==> config.mk <==
export PLATFORM = sky130hd
export DESIGN_NAME = resource_spend_ctrl
export DESIGN_NICKNAME = d
export VERILOG_FILES = /design/src/rtl/resource_spend_ctrl.sv
export SDC_FILE = /design/constraint.sdc
export NUM_CORES = 1
export LEC_CHECK = 0
export CELL_PAD_IN_SITES_DETAIL_PLACEMENT = 1
export CELL_PAD_IN_SITES_GLOBAL_PLACEMENT = 2
export CORE_MARGIN = 2
export CORE_UTILIZATION = 34
export CTS_BUF_LIST = sky130_fd_sc_hd__clkbuf_4 sky130_fd_sc_hd__clkbuf_8
export DETAILED_ROUTE_END_ITERATION = 12
export PLACE_DENSITY = 0.92
export REMOVE_ABC_BUFFERS = 1
export SLEW_MARGIN = 15
export SYNTH_ARGS = -nofsm -noshare
export SYNTH_HDL_FRONTEND = slang
export SYNTH_SLANG_ARGS = --single-unit
==> constraint.sdc <==
create_clock -name clk -period 5.1 [get_ports clk]
set_input_delay 1.02 -clock clk [delete_from_list [all_inputs] [get_ports clk]]
set_output_delay 1.02 -clock clk [all_outputs]
set_load 0.01 [all_outputs]
==> src/rtl/resource_spend_ctrl.sv <==
// Spend controller for three recharging resource pools (energy, tracer, fluid).
// Requests are checked against the selected balance and answered with a grant/deny response.
module resource_spend_ctrl #(
  parameter int RECHARGE_PERIOD = 16,
  parameter int ENERGY_MAX      = 255,
  parameter int TRACER_MAX      = 63,
  parameter int FLUID_MAX       = 15
) (
  input  logic       clk,
  input  logic       reset,
  input  logic       req_valid,
  output logic       req_ready,
  input  logic [1:0] req_kind,
  input  logic [7:0] req_amount,
  output logic       rsp_valid,
  input  logic       rsp_ready,
  output logic       rsp_grant,
  output logic [7:0] rsp_balance,
  input  logic       recharge_en,
  output logic [7:0] energy_level,
  output logic [5:0] tracer_level,
  output logic [3:0] fluid_level
);

  localparam logic [7:0] TIMER_LAST = 8'(RECHARGE_PERIOD - 1);
  localparam logic [7:0] E_MAX      = 8'(ENERGY_MAX);
  localparam logic [7:0] T_MAX      = 8'(TRACER_MAX);
  localparam logic [7:0] F_MAX      = 8'(FLUID_MAX);

  typedef enum logic [1:0] {IDLE, CHECK, RESP} state_t;

  state_t     state_q, state_d;
  logic [1:0] kind_q, kind_d;
  logic [7:0] amount_q, amount_d;
  logic [7:0] timer_q, timer_d;
  logic [7:0] energy_q, energy_d;
  logic [5:0] tracer_q, tracer_d;
  logic [3:0] fluid_q, fluid_d;
  logic       rsp_grant_q, rsp_grant_d;
  logic [7:0] rsp_balance_q, rsp_balance_d;

  logic       tick;
  logic [7:0] energy_rc, tracer_rc, fluid_rc;
  logic [7:0] sel_bal, sel_max, debit, final_bal;
  logic       grant;

  function automatic logic [7:0] sat_inc(input logic [7:0] v, input logic [7:0] m);
    return (v >= m) ? m : v + 8'd1;
  endfunction

  always_comb begin
    tick    = recharge_en && (timer_q == TIMER_LAST);
    timer_d = timer_q;
    if (recharge_en) begin
      timer_d = tick ? 8'd0 : timer_q + 8'd1;
    end
  end

  // Balances every resource would hold after this edge if nothing were debited.
  always_comb begin
    energy_rc = tick ? sat_inc(energy_q, E_MAX) : energy_q;
    tracer_rc = tick ? sat_inc({2'b00, tracer_q}, T_MAX) : {2'b00, tracer_q};
    fluid_rc  = tick ? sat_inc({4'b0000, fluid_q}, F_MAX) : {4'b0000, fluid_q};
  end

  // Grant test always uses the pre-tick balance; a coinciding tick is added after the debit.
  always_comb begin
    sel_bal = 8'd0;
    sel_max = 8'd0;
    case (kind_q)
      2'd0: begin sel_bal = energy_q;           sel_max = E_MAX; end
      2'd1: begin sel_bal = {2'b00, tracer_q};  sel_max = T_MAX; end
      2'd2: begin sel_bal = {4'b0000, fluid_q}; sel_max = F_MAX; end
      default: begin sel_bal = 8'd0; sel_max = 8'd0; end
    endcase
    grant     = (kind_q != 2'd3) && (amount_q <= sel_bal);
    debit     = sel_bal - amount_q;
    final_bal = tick ? sat_inc(debit, sel_max) : debit;
  end

  always_comb begin
    state_d       = state_q;
    kind_d        = kind_q;
    amount_d      = amount_q;
    rsp_grant_d   = rsp_grant_q;
    rsp_balance_d = rsp_balance_q;
    energy_d      = energy_rc;
    tracer_d      = tracer_rc[5:0];
    fluid_d       = fluid_rc[3:0];
    case (state_q)
      IDLE: begin
        if (req_valid) begin
          kind_d   = req_kind;
          amount_d = req_amount;
          state_d  = CHECK;
        end
      end
      CHECK: begin
        state_d     = RESP;
        rsp_grant_d = grant;
        if (grant) begin
          rsp_balance_d = final_bal;
          case (kind_q)
            2'd0:    energy_d = final_bal;
            2'd1:    tracer_d = final_bal[5:0];
            2'd2:    fluid_d  = final_bal[3:0];
            default: energy_d = energy_rc;
          endcase
        end else begin
          case (kind_q)
            2'd0:    rsp_balance_d = energy_rc;
            2'd1:    rsp_balance_d = tracer_rc;
            2'd2:    rsp_balance_d = fluid_rc;
            default: rsp_balance_d = 8'd0;
          endcase
        end
      end
      RESP: begin
        if (rsp_ready) begin
          state_d = IDLE;
        end
      end
      default: state_d = IDLE;
    endcase
  end

  always_ff @(posedge clk) begin
    if (reset) begin
      state_q       <= IDLE;
      kind_q        <= 2'd0;
      amount_q      <= 8'd0;
      timer_q       <= 8'd0;
      energy_q      <= E_MAX;
      tracer_q      <= T_MAX[5:0];
      fluid_q       <= F_MAX[3:0];
      rsp_grant_q   <= 1'b0;
      rsp_balance_q <= 8'd0;
    end else begin
      state_q       <= state_d;
      kind_q        <= kind_d;
      amount_q      <= amount_d;
      timer_q       <= timer_d;
      energy_q      <= energy_d;
      tracer_q      <= tracer_d;
      fluid_q       <= fluid_d;
      rsp_grant_q   <= rsp_grant_d;
      rsp_balance_q <= rsp_balance_d;
    end
  end

  assign req_ready    = (state_q == IDLE);
  assign rsp_valid    = (state_q == RESP);
  assign rsp_grant    = rsp_grant_q;
  assign rsp_balance  = rsp_balance_q;
  assign energy_level = energy_q;
  assign tracer_level = tracer_q;
  assign fluid_level  = fluid_q;

endmodule

==> out/qor.yml <==
outcome:
  outcome: "finished, final reports clean"
placement:
  place.gp.congestion: 0.921
  numPortBuffers: 43
  place_hpwl_mm: 8.42
  place_ws_ns: 0.458
  place_area_um2: 4030
worst_setup_path:
  crit_chain: "nor2b_1 > a21oi_1 > ha_1 > fa_1 > nor2b_4 > o31ai_1 > xnor2_1 > ha_1 > a211o_1 > a31oi_1 > a211o_1 > nand2_1 > a221oi_2 > nor2_1 > or3_1"
  critical_path.max_stage_delay_ns: 0.56
  required_ns: 5.30
  slowest_stage: "dfxtp_1"
  worstSetupStartpointType: "register"
  path_class: "register to register"
  cp-end-kind: "register"
  cp.arrival_ns: 4.94
  critPathMaxFanout: 10
sta:
  fin_setup_tns_ns: 0
  worst_slack_ns: 0.359
  tightest_slew_ns: 0.982
  drv_slew: 0
  max_freq_mhz: 211
  period_share_pct: 93.0
  finClkSkew_ns: 0.0163
  setup_viol: 0
  finalCriticalPeriod_ns: 4.74
  slew_headroom_pct: 34.5
  rsz0062_at_grt: "false"
  holdWs_ns: 0.462
  hold_violations: 0
synthesis:
  syn_area_per_cell_um2: 7.70
  synth_area_leaders: "dfxtp_1 27%, ha_1 7.3%, nand2_1 5.8%, a21oi_1 4.8%, mux2i_1 4.6%"
  synth_cell_types: 59
  synth_edf_count: 0
  netlist_instances: 448
  synth_top_area_share_pct: 27.3
  synthesis.area_um2: 3450
  ys_dominant_reg_cell: "dfxtp_1"
  yosys_warnings: 0
  ys_seq_area_share_pct: 27.3
  postSynth.asyncResetShare_pct: 0
  ys_ff_latch: 47
  yosysTopAreaCell: "dfxtp_1"
floorplanning:
  die_w_um: 105
  initial_core_util_pct: 35.1
  dieArea_um2: 11000
  core_area_um2: 9820
  io_pins: 44
  die_h_um: 105
  rows: 36
grt:
  grt_max_degree: 51
  gr-total-overflow: 0
  gr-usage-all-layers_pct: 20.2
  antenna_found_initial: 0
  grt_pass1_wl_mm: 18.1
  grt_pass1_vias: 3491
clock_network:
  clk_latency_ns: 0.31
  cts-root-buf: "clkbuf_8"
  cts_sinks: 47
  numCtsBuffers: 5
  postCtsResizedCells: 0
  ctsHoldBuffers: 0
  clk_pin_slew_ns: 0.10
  htreeDepth: 2
  clock_path_buffers: 2
  post_cts_buffers: 0
  tritoncts: "done"
cells_and_area:
  n_fill_cell: 1265
  drive_gt1_share_pct: 8.66
  area_growth_pct: 19.6
  fin_area_um2: 4130
  final_nets: 520
  diodes: 0
drt:
  drtIter0Drc: 206
  ant_nets: 0
  drc_errors: 0
  drtPass1Iterations: 5
  wire_per_inst_um: 17.4
  vias_per_cell: 5.57
  vias: 3445
  wirelength_mm: 10.8
run:
  cap_violations: 0
power:
  power_density_nw_per_um2: 279
  leakagePower_nw: 1.61
  ir_worst_vdd_v: 0.000120
worst_hold_path:
  hold_path_class: "register to register"
## final timing paths
check,from,to,slack (ns),cells after the start
worst max register to register,kind_q[0]$_SDFFE_PP0P_,tracer_level[4]$_SDFF_PP1_,0.36,15
worst max-delay path,kind_q[0]$_SDFFE_PP0P_,tracer_level[4]$_SDFF_PP1_,0.36,15
worst min-delay path,rsp_grant$_SDFFE_PP0N_,rsp_grant$_SDFFE_PP0N_,0.46,2
worst min register to register,rsp_grant$_SDFFE_PP0N_,rsp_grant$_SDFFE_PP0N_,0.46,2
## cell type report
class / count / area, um2 / area share (%)
Multi-Input combinational cell: 359 / 2350 / 56.9
Sequential cell: 47 / 941 / 22.8
Timing Repair Buffer: 53 / 505 / 12.2
Tap cell: 133 / 166 / 4.03
Clock buffer: 6 / 82.6 / 2.00
Inverter: 18 / 67.6 / 1.64
Clock inverter: 2 / 16.3 / 0.394
## sequential cells by signal (all words and copies together) (netlist names)
signal	flops
amount_q	8
energy_level	8
rsp_balance	8
timer_q	8
tracer_level	6
fluid_level	4
kind_q	2
state_q	2
rsp_grant	1
## layout by cell type (no fill, tap or decap), types with 5 or more instances in the layout
cell type        netlist  final
nand2b_1              13     13
nor3b_1                5      5
nand2_1               53     53
dfxtp_1               47     47
ha_1                  20     20
or2_2                  5      5
a21o_1                 5      5
clkdlybuf4s50_1        0     43
or3_1                  5      5
o22ai_1                5      5
inv_1                 18     18
nor3_1                18     18
mux2_2                 5      5
nor2b_1                7      7
mux2i_1               16     16
xor2_1                 6      6
nor2_1                41     40
buf_4                  0     10
o211ai_1               5      5
clkbuf_8               0      6
o21ai_0               15     15
nand3_1               19     19
a211o_1               13     13
a21oi_1               33     33
nand4_1                7      7
## where the power goes
part,internal [mW],switching (mW),leakage [nW]
registers,0.391,0.0247,0.384
clock network,0.111,0.140,0.0474
logic,0.202,0.284,1.18
total,0.704,0.449,1.61
## through the flow
stage / total power, mW / std cells / util [%]
finish: 1.15 / 618 / 42.0
global route: 1.23 / 618 / 42.0
CTS: 1.15 / 618 / 42.0
detailed placement: 0.904 / 610 / 41.0
global placement: 0.890 / 610 / 41.0
floorplan: 0.744 / 424 / -
## Yosys cell counts, drive strengths merged, types with 2 or more instances
cell / number
a211o: 13
a211oi: 6
a21o: 5
a21oi: 33
a22oi: 3
a2bb2oi: 2
a31oi: 3
a32oi: 2
and2: 4
and3: 4
buf: 7
clkbuf: 17
dfxtp: 47
ha: 20
inv: 18
mux2: 6
mux2i: 16
nand2: 53
nand2b: 13
nand3: 19
nand3b: 2
nand4: 7
nor2: 41
nor2b: 8
nor3: 20
nor3b: 5
o211ai: 5
o21a: 4
o21ai: 18
o22ai: 5
o2bb2ai: 2
o31ai: 3
or2: 8
or3: 5
or4: 2
xnor2: 4
xor2: 6
## metal layers
layer	global-route usage [%]	part of all wire, %
met5	0	0
met2	33.1	46
met3	2.31	4.2
met1	27.7	48
met4	6.00	1.9
## logic make-up (layout without fill, tap and decap cells)
| kind of cell | count (synthesis) | after routing | share of synthesized area (%) |
|---|---|---|---|
| AOI/OAI and AO/OA | 112 | 112 | 22.6 |
| xor gates and xnor gates | 10 | 10 | 2.54 |
| adders and majority gates | 21 | 21 | 7.83 |
| buffers and inverters | 42 | 79 | 4.79 |
| DFF | 47 | 47 | 27.3 |
| muxes | 22 | 22 | 6.71 |
| and+or+nand+nor | 194 | 194 | 28.3 |
## worst max-delay path, delay by kind of cell, from the launching register on
family	cells	cell delay, ns
xor gates and xnor gates	1	0.48
DFF	1	0.56
AOI/OAI and AO/OA	6	1.46
and+or+nand+nor	5	1.13
adders and majority gates	3	1.01
Note: power is estimated with default switching activity, not from simulation.
